### src/rtl/microsequencer.sv
// microsequencer
// Writable-control-store microsequencer for the multi-cycle CPU controller.
// It holds a microcode RAM, a micro-PC (upc) and a registered copy of the
// current microword (uir), and it emits one control word per cycle. It supports
// FETCH, NEXT, DISPATCH, JUMP, BRANCH, CALL, RETURN and HALT sequencing, and it
// stalls on a ready handshake when the microword has its wait bit set.
//
// Microword layout, MSB to LSB:
//   ctrl[CTRL_WIDTH], wait, mode[3], cond_sel, cond_pol, disp_sel, target
//
// Ports:
//   clock          clock
//   reset          synchronous, active-high reset (does not clear the store)
//   i_disp_addr    dispatch targets; table k at [k*ADDR_WIDTH +: ADDR_WIDTH]
//   i_cond         branch condition inputs
//   i_ready        completion handshake for wait microwords
//   i_uw_en        control-store write enable
//   i_uw_addr      control-store write address
//   i_uw_data      control-store write data
//   o_control_bus  control field of the current microword
//   o_req          current microword is waiting for ready
//   o_upc          current micro-PC
//   o_halted       sequencer stopped
//   o_error        sticky stack overflow/underflow
module microsequencer #(
  parameter int CTRL_WIDTH    = 16,
  parameter int ADDR_WIDTH    = 6,
  parameter int STACK_DEPTH   = 4,
  parameter int COND_SEL_BITS = 2,
  parameter int DISP_SEL_BITS = 2,
  parameter logic [ADDR_WIDTH-1:0] FETCH_ADDR = '0,
  localparam int NUM_COND = 2 ** COND_SEL_BITS,
  localparam int NUM_DISP = 2 ** DISP_SEL_BITS,
  localparam int UW = CTRL_WIDTH + 1 + 3 + COND_SEL_BITS + 1 + DISP_SEL_BITS + ADDR_WIDTH
) (
  input  logic                         clock,
  input  logic                         reset,
  input  logic [NUM_DISP*ADDR_WIDTH-1:0] i_disp_addr,
  input  logic [NUM_COND-1:0]          i_cond,
  input  logic                         i_ready,
  input  logic                         i_uw_en,
  input  logic [ADDR_WIDTH-1:0]        i_uw_addr,
  input  logic [UW-1:0]                i_uw_data,
  output logic [CTRL_WIDTH-1:0]        o_control_bus,
  output logic                         o_req,
  output logic [ADDR_WIDTH-1:0]        o_upc,
  output logic                         o_halted,
  output logic                         o_error
);

  // Field positions inside a microword, counted from the LSB.
  localparam int DSEL_LSB  = ADDR_WIDTH;
  localparam int POL_BIT   = DSEL_LSB + DISP_SEL_BITS;
  localparam int CSEL_LSB  = POL_BIT + 1;
  localparam int MODE_LSB  = CSEL_LSB + COND_SEL_BITS;
  localparam int WAIT_BIT  = MODE_LSB + 3;
  localparam int CTRL_LSB  = WAIT_BIT + 1;
  localparam int DEPTH     = 2 ** ADDR_WIDTH;

  // Stack pointer spans 0..STACK_DEPTH; entry index only needs 0..STACK_DEPTH-1.
  localparam int SP_W  = $clog2(STACK_DEPTH + 1);
  localparam int IDX_W = (STACK_DEPTH > 1) ? $clog2(STACK_DEPTH) : 1;
  localparam logic [SP_W-1:0]       SP_FULL = SP_W'(STACK_DEPTH);
  localparam logic [SP_W-1:0]       SP_ONE  = SP_W'(1);
  localparam logic [ADDR_WIDTH-1:0] A_ONE   = ADDR_WIDTH'(1);

  typedef enum logic [2:0] {
    M_FETCH    = 3'd0,
    M_NEXT     = 3'd1,
    M_DISPATCH = 3'd2,
    M_JUMP     = 3'd3,
    M_BRANCH   = 3'd4,
    M_CALL     = 3'd5,
    M_RETURN   = 3'd6,
    M_HALT     = 3'd7
  } mode_e;

  logic [UW-1:0]         r_mem [0:DEPTH-1];
  logic [ADDR_WIDTH-1:0] r_stack [0:(2**IDX_W)-1];
  logic [ADDR_WIDTH-1:0] r_upc;
  logic [UW-1:0]         r_uir;
  logic [SP_W-1:0]       r_sp;
  logic                  r_halted;
  logic                  r_error;

  mode_e                    w_mode;
  logic                     w_wait;
  logic [COND_SEL_BITS-1:0] w_cond_sel;
  logic                     w_cond_pol;
  logic [DISP_SEL_BITS-1:0] w_disp_sel;
  logic [ADDR_WIDTH-1:0]    w_target;
  logic [ADDR_WIDTH-1:0]    w_upc_inc;
  logic [SP_W-1:0]          w_sp_dec;
  logic [IDX_W-1:0]         w_top_idx;
  logic [IDX_W-1:0]         w_push_idx;
  logic                     w_advance;
  logic [ADDR_WIDTH-1:0]    w_next;
  logic                     w_load;
  logic                     w_push;
  logic                     w_pop;
  logic                     w_set_halt;
  logic                     w_set_err;
  logic [UW-1:0]            w_next_word;

  assign w_mode     = mode_e'(r_uir[MODE_LSB +: 3]);
  assign w_wait     = r_uir[WAIT_BIT];
  assign w_cond_sel = r_uir[CSEL_LSB +: COND_SEL_BITS];
  assign w_cond_pol = r_uir[POL_BIT];
  assign w_disp_sel = r_uir[DSEL_LSB +: DISP_SEL_BITS];
  assign w_target   = r_uir[ADDR_WIDTH-1:0];
  assign w_upc_inc  = r_upc + A_ONE;
  assign w_sp_dec   = r_sp - SP_ONE;
  assign w_top_idx  = w_sp_dec[IDX_W-1:0];
  assign w_push_idx = r_sp[IDX_W-1:0];

  // A wait microword only moves on when ready is seen in the same cycle.
  assign w_advance = ~r_halted & (~w_wait | i_ready);

  // Next-address selection and stack/halt side effects of the current microword.
  always_comb begin
    w_next     = w_upc_inc;
    w_load     = 1'b0;
    w_push     = 1'b0;
    w_pop      = 1'b0;
    w_set_halt = 1'b0;
    w_set_err  = 1'b0;
    case (w_mode)
      M_FETCH: begin
        w_next = FETCH_ADDR;
        w_load = 1'b1;
      end
      M_NEXT: begin
        w_next = w_upc_inc;
        w_load = 1'b1;
      end
      M_DISPATCH: begin
        w_next = i_disp_addr[w_disp_sel*ADDR_WIDTH +: ADDR_WIDTH];
        w_load = 1'b1;
      end
      M_JUMP: begin
        w_next = w_target;
        w_load = 1'b1;
      end
      M_BRANCH: begin
        if (i_cond[w_cond_sel] ^ w_cond_pol) begin
          w_next = w_target;
        end else begin
          w_next = w_upc_inc;
        end
        w_load = 1'b1;
      end
      M_CALL: begin
        if (r_sp < SP_FULL) begin
          w_next = w_target;
          w_load = 1'b1;
          w_push = 1'b1;
        end else begin
          // Overflow: freeze on this microword with the error flagged.
          w_set_err  = 1'b1;
          w_set_halt = 1'b1;
        end
      end
      M_RETURN: begin
        if (r_sp != '0) begin
          w_next = r_stack[w_top_idx];
          w_load = 1'b1;
          w_pop  = 1'b1;
        end else begin
          w_set_err  = 1'b1;
          w_set_halt = 1'b1;
        end
      end
      M_HALT: begin
        w_set_halt = 1'b1;
      end
      default: begin
        w_set_halt = 1'b1;
      end
    endcase
  end

  // Write-first: a word written on the advancing edge reaches uir directly.
  always_comb begin
    w_next_word = r_mem[w_next];
    if (i_uw_en && (i_uw_addr == w_next)) begin
      w_next_word = i_uw_data;
    end else begin
      w_next_word = r_mem[w_next];
    end
  end

  // Control store write port; unaffected by reset or halt.
  always_ff @(posedge clock) begin
    if (i_uw_en) begin
      r_mem[i_uw_addr] <= i_uw_data;
    end
  end

  // Return-address stack storage; only the pointer is reset.
  always_ff @(posedge clock) begin
    if (!reset && w_advance && w_push) begin
      r_stack[w_push_idx] <= w_upc_inc;
    end
  end

  // Sequencer state: micro-PC, instruction register, stack pointer, flags.
  always_ff @(posedge clock) begin
    if (reset) begin
      r_upc    <= '0;
      r_uir    <= '0;
      r_sp     <= '0;
      r_halted <= 1'b0;
      r_error  <= 1'b0;
    end else if (w_advance) begin
      if (w_load) begin
        r_upc <= w_next;
        r_uir <= w_next_word;
      end
      if (w_push) begin
        r_sp <= r_sp + SP_ONE;
      end else if (w_pop) begin
        r_sp <= w_sp_dec;
      end
      if (w_set_halt) begin
        r_halted <= 1'b1;
      end
      if (w_set_err) begin
        r_error <= 1'b1;
      end
    end
  end

  assign o_control_bus = r_uir[CTRL_LSB +: CTRL_WIDTH];
  assign o_req         = w_wait & ~r_halted;
  assign o_upc         = r_upc;
  assign o_halted      = r_halted;
  assign o_error       = r_error;

endmodule

### config.mk
export PLATFORM = sky130hd
export DESIGN_NAME = microsequencer
export DESIGN_NICKNAME = d
export VERILOG_FILES = /design/src/rtl/microsequencer.sv
export SDC_FILE = /design/constraint.sdc
export NUM_CORES = 2
export LEC_CHECK = 0
export CAP_MARGIN = 40
export CORE_ASPECT_RATIO = 0.5
export CORE_UTILIZATION = 40
export CTS_CLUSTER_SIZE = 14
export DETAILED_ROUTE_END_ITERATION = 12
export PLACE_DENSITY_LB_ADDON = 0.15
export SYNTH_ARGS = -nofsm -noshare
export SYNTH_HDL_FRONTEND = slang
export SYNTH_SLANG_ARGS = --single-unit
### constraint.sdc
create_clock -name clock -period 5.6 [get_ports clock]
set_clock_uncertainty 0.2 [all_clocks]
set_input_delay 1.68 -clock clock [delete_from_list [all_inputs] [get_ports clock]]
set_output_delay 1.68 -clock clock [all_outputs]
set_load 0.03 [all_outputs]
==> impl_metrics.json <==
{
  "post_cts.repair.setup_buffers": 0,
  "setup_slack_ps": 18.2,
  "final-setup-viol-count": 0,
  "viasPerCell": 6.38,
  "required_ps": 6110,
  "clock-root-buffer": "clkbuf_16",
  "n_fill_cell": 16700,
  "cap_violations": 0,
  "synth_seq_area_share_pct": 74.6,
  "syn_inst": 4222,
  "routed_wirelength_mm": 283,
  "nets": 4876,
  "syn_nets": 4297,
  "design.core.area_um2": 204000,
  "cts_sinks": 2050,
  "synth.ff_latch_count": 2050,
  "worstRegToRegCells": 13,
  "grt_pass1_vias": 47600,
  "synth_enable_flop_cells": 2008,
  "initial_core_util_pct": 40.3,
  "syn_area_um2": 82000,
  "final_max_slew_viol_count": 0,
  "hold_path_class": "reg -> reg",
  "drive_gt1_share_pct": 26.7,
  "place_hpwl_mm": 171,
  "timing.rr.start": "r_sp[0]$_SDFFE_PP0P_",
  "cts_tree": "built",
  "die_h_um": 322,
  "worst_slew_pin_slew_ps": 965,
  "antenna_found_initial": 26,
  "pre_cts_slack_ps": -908,
  "clk_pin_slew_ps": 60,
  "numCtsBuffers": 193,
  "clock_latency_ps": 850,
  "ys.warnings.count": 0,
  "die_w_um": 642,
  "routabilityCongestion": 0.896,
  "finalCriticalPeriod_ps": 5580,
  "hold_start": "o_error$_SDFFE_PP0P_",
  "timing.fmax_ghz": 0.179,
  "p_leak_nw": 31.8,
  "overflow": 0,
  "crit_type": "in -> reg",
  "fin_util_pct": 48.2,
  "first_iter_violations": 6851,
  "slew_headroom_pct": 35.7,
  "wl_per_cell_um": 36.8,
  "pin_count": 94,
  "vias": 49000,
  "outcome": "finished, final reports clean",
  "cp-end-kind": "flip-flop",
  "cp.arrival_ps": 6090,
  "antenna_left": 0,
  "cp-start-kind": "input pin",
  "period_share_pct": 99.7,
  "htreeDepth": 4,
  "ys_types": 63,
  "rows": 117,
  "grt_pass1_wl_mm": 387,
  "drc": 0,
  "synth_ff_type": "edfxtp_1",
  "avgSynthCellArea_um2": 19.4,
  "worstPathMaxFanout": 18,
  "ir_worst_vdd_mv": 0.306,
  "cts_buffer_depth": 4,
  "crit_path_start": "i_cond[3]",
  "synthArstFlopShare_pct": 0,
  "hold_buffers": 0,
  "io_buffers": 93,
  "dieArea_um2": 207000,
  "grt_max_degree": 129,
  "dr.pass1.iters": 5,
  "syn_to_final_growth_pct": 19.6,
  "grt_setup_unrepaired": "false",
  "track_usage_pct": 26.9,
  "hold_violations": 0,
  "whs_path_depth": 2,
  "pwr_density_cell_nw_per_um2": 521
}
layout make-up:
cell class                      instances  area (µm²)  area share, %
Multi-Input combinational cell       1786       19700           20.1
Clock inverter                         84         676          0.689
Inverter                               13        48.8         0.0498
Clock buffer                          256        5220           5.32
Tap cell                             2737        3420           3.49
Antenna cell                            8        20.0         0.0204
Timing Repair Buffer                  757        7850           8.01
Sequential cell                      2050       61100           62.4
flip-flops by register name (all words and copies together), names as in the netlist:
register / flops
r_sp: 3
r_mem: 1984
r_uir: 31
o_halted: 1
o_error: 1
o_upc: 6
r_stack: 24
what timing repair did:
action	in CTS	in global routing
resized for setup	1	16
endpoints found under the hold margin	0	0
setup endpoints to repair	1	10
routing by layer:
layer / wire length (µm) / share of wire [%] / vias up / track usage [%]
li1: - / - / 19600 / -
met1: 123000 / 44 / 26400 / 40.1
met2: 120000 / 42 / 2691 / 38.3
met3: 33600 / 12 / 363 / 8.53
met4: 6200 / 2.2 / 2 / 6.26
met5: 13 / 0.0046 / - / 0
final timing paths:
check | end | slack [ps]
setup / recovery | r_uir[3]$_SDFFE_PP0P_ | 20
hold / removal | o_error$_SDFFE_PP0P_ | 290
setup reg to reg | r_uir[24]$_SDFFE_PP0P_ | 320
hold reg to reg | o_error$_SDFFE_PP0P_ | 290
cell families after synthesis:
group	count (synthesis)	share of synthesized area, %
xor gates and xnor gates	14	0.172
AOI/OAI and AO/OA	1002	11.1
adders and majority gates	6	0.0916
muxes	508	10.2
and+or+nand+nor	256	1.68
DFF	2050	74.6
buffers and inverters	386	2.22
critical path: stages:
cell,delay (ps)
clkdlybuf4s50_1,400
buf_4,170
mux4_2,550
xnor2_4,190
and3_1,240
a2111o_2,600
buf_4,280
buf_4,220
a2111oi_1,500
buf_4,200
a211oi_1,50
or4_1,730
nor2_1,150
o211ai_1,100
through the flow:
stage / cells / total power [mW] / instance area, µm² / setup TNS [ps] / hold WS [ps]
2_1_floorplan: 4222 / 28.0 / 82000 / 0 / 289
3_3_place_gp: 7329 / 38.1 / 91800 / -20960 / 270
3_5_place_dp: 7343 / 38.1 / 92100 / -20630 / 291
4_1_cts: 7683 / 50.8 / 98000 / 0 / 311
5_1_grt: 7690 / 52.6 / 98000 / 0 / 334
6_report: 7691 / 51.1 / 98000 / 0 / 293
power by group:
group,switching [mW],total [mW],internal (mW)
clock,5.74,12.7,7.00
sequential,0.213,17.3,17.1
combinational,11.9,21.0,9.10
cell usage after synthesis, types with 9 or more instances:
cell type / instances / area [µm²]
a2111oi_0: 243 / 2130
a211oi_1: 249 / 1870
a22o_1: 129 / 1130
a22oi_1: 31 / 233
buf_2: 108 / 541
buf_4: 28 / 210
buf_6: 17 / 191
clkbuf_1: 213 / 800
dfxtp_1: 42 / 841
edfxtp_1: 2008 / 60300
inv_1: 12 / 45.0
mux2i_1: 245 / 2450
mux4_2: 261 / 5880
nand2_1: 15 / 56.3
nand3_1: 20 / 100
nor2_1: 112 / 420
nor2b_1: 9 / 56.3
o2111ai_1: 9 / 78.8
o211ai_1: 32 / 240
o41a_1: 243 / 2740
o41ai_1: 27 / 236
o41ai_2: 12 / 195
or4_1: 61 / 458
xnor2_1: 9 / 78.8
cell usage in the layout (no fill, tap or decap), drive strengths merged, types with 62 or more instances in the layout:
cell	Yosys	routed
edfxtp	2008	2008
buf	159	695
mux4	261	261
clkbuf	214	256
a211oi	249	249
mux2i	246	246
a2111oi	244	244
o41a	243	243
a22o	129	129
nor2	113	113
clkinv	0	67
clkdlybuf4s50	0	62
Note: power is estimated with default switching activity, not from simulation.
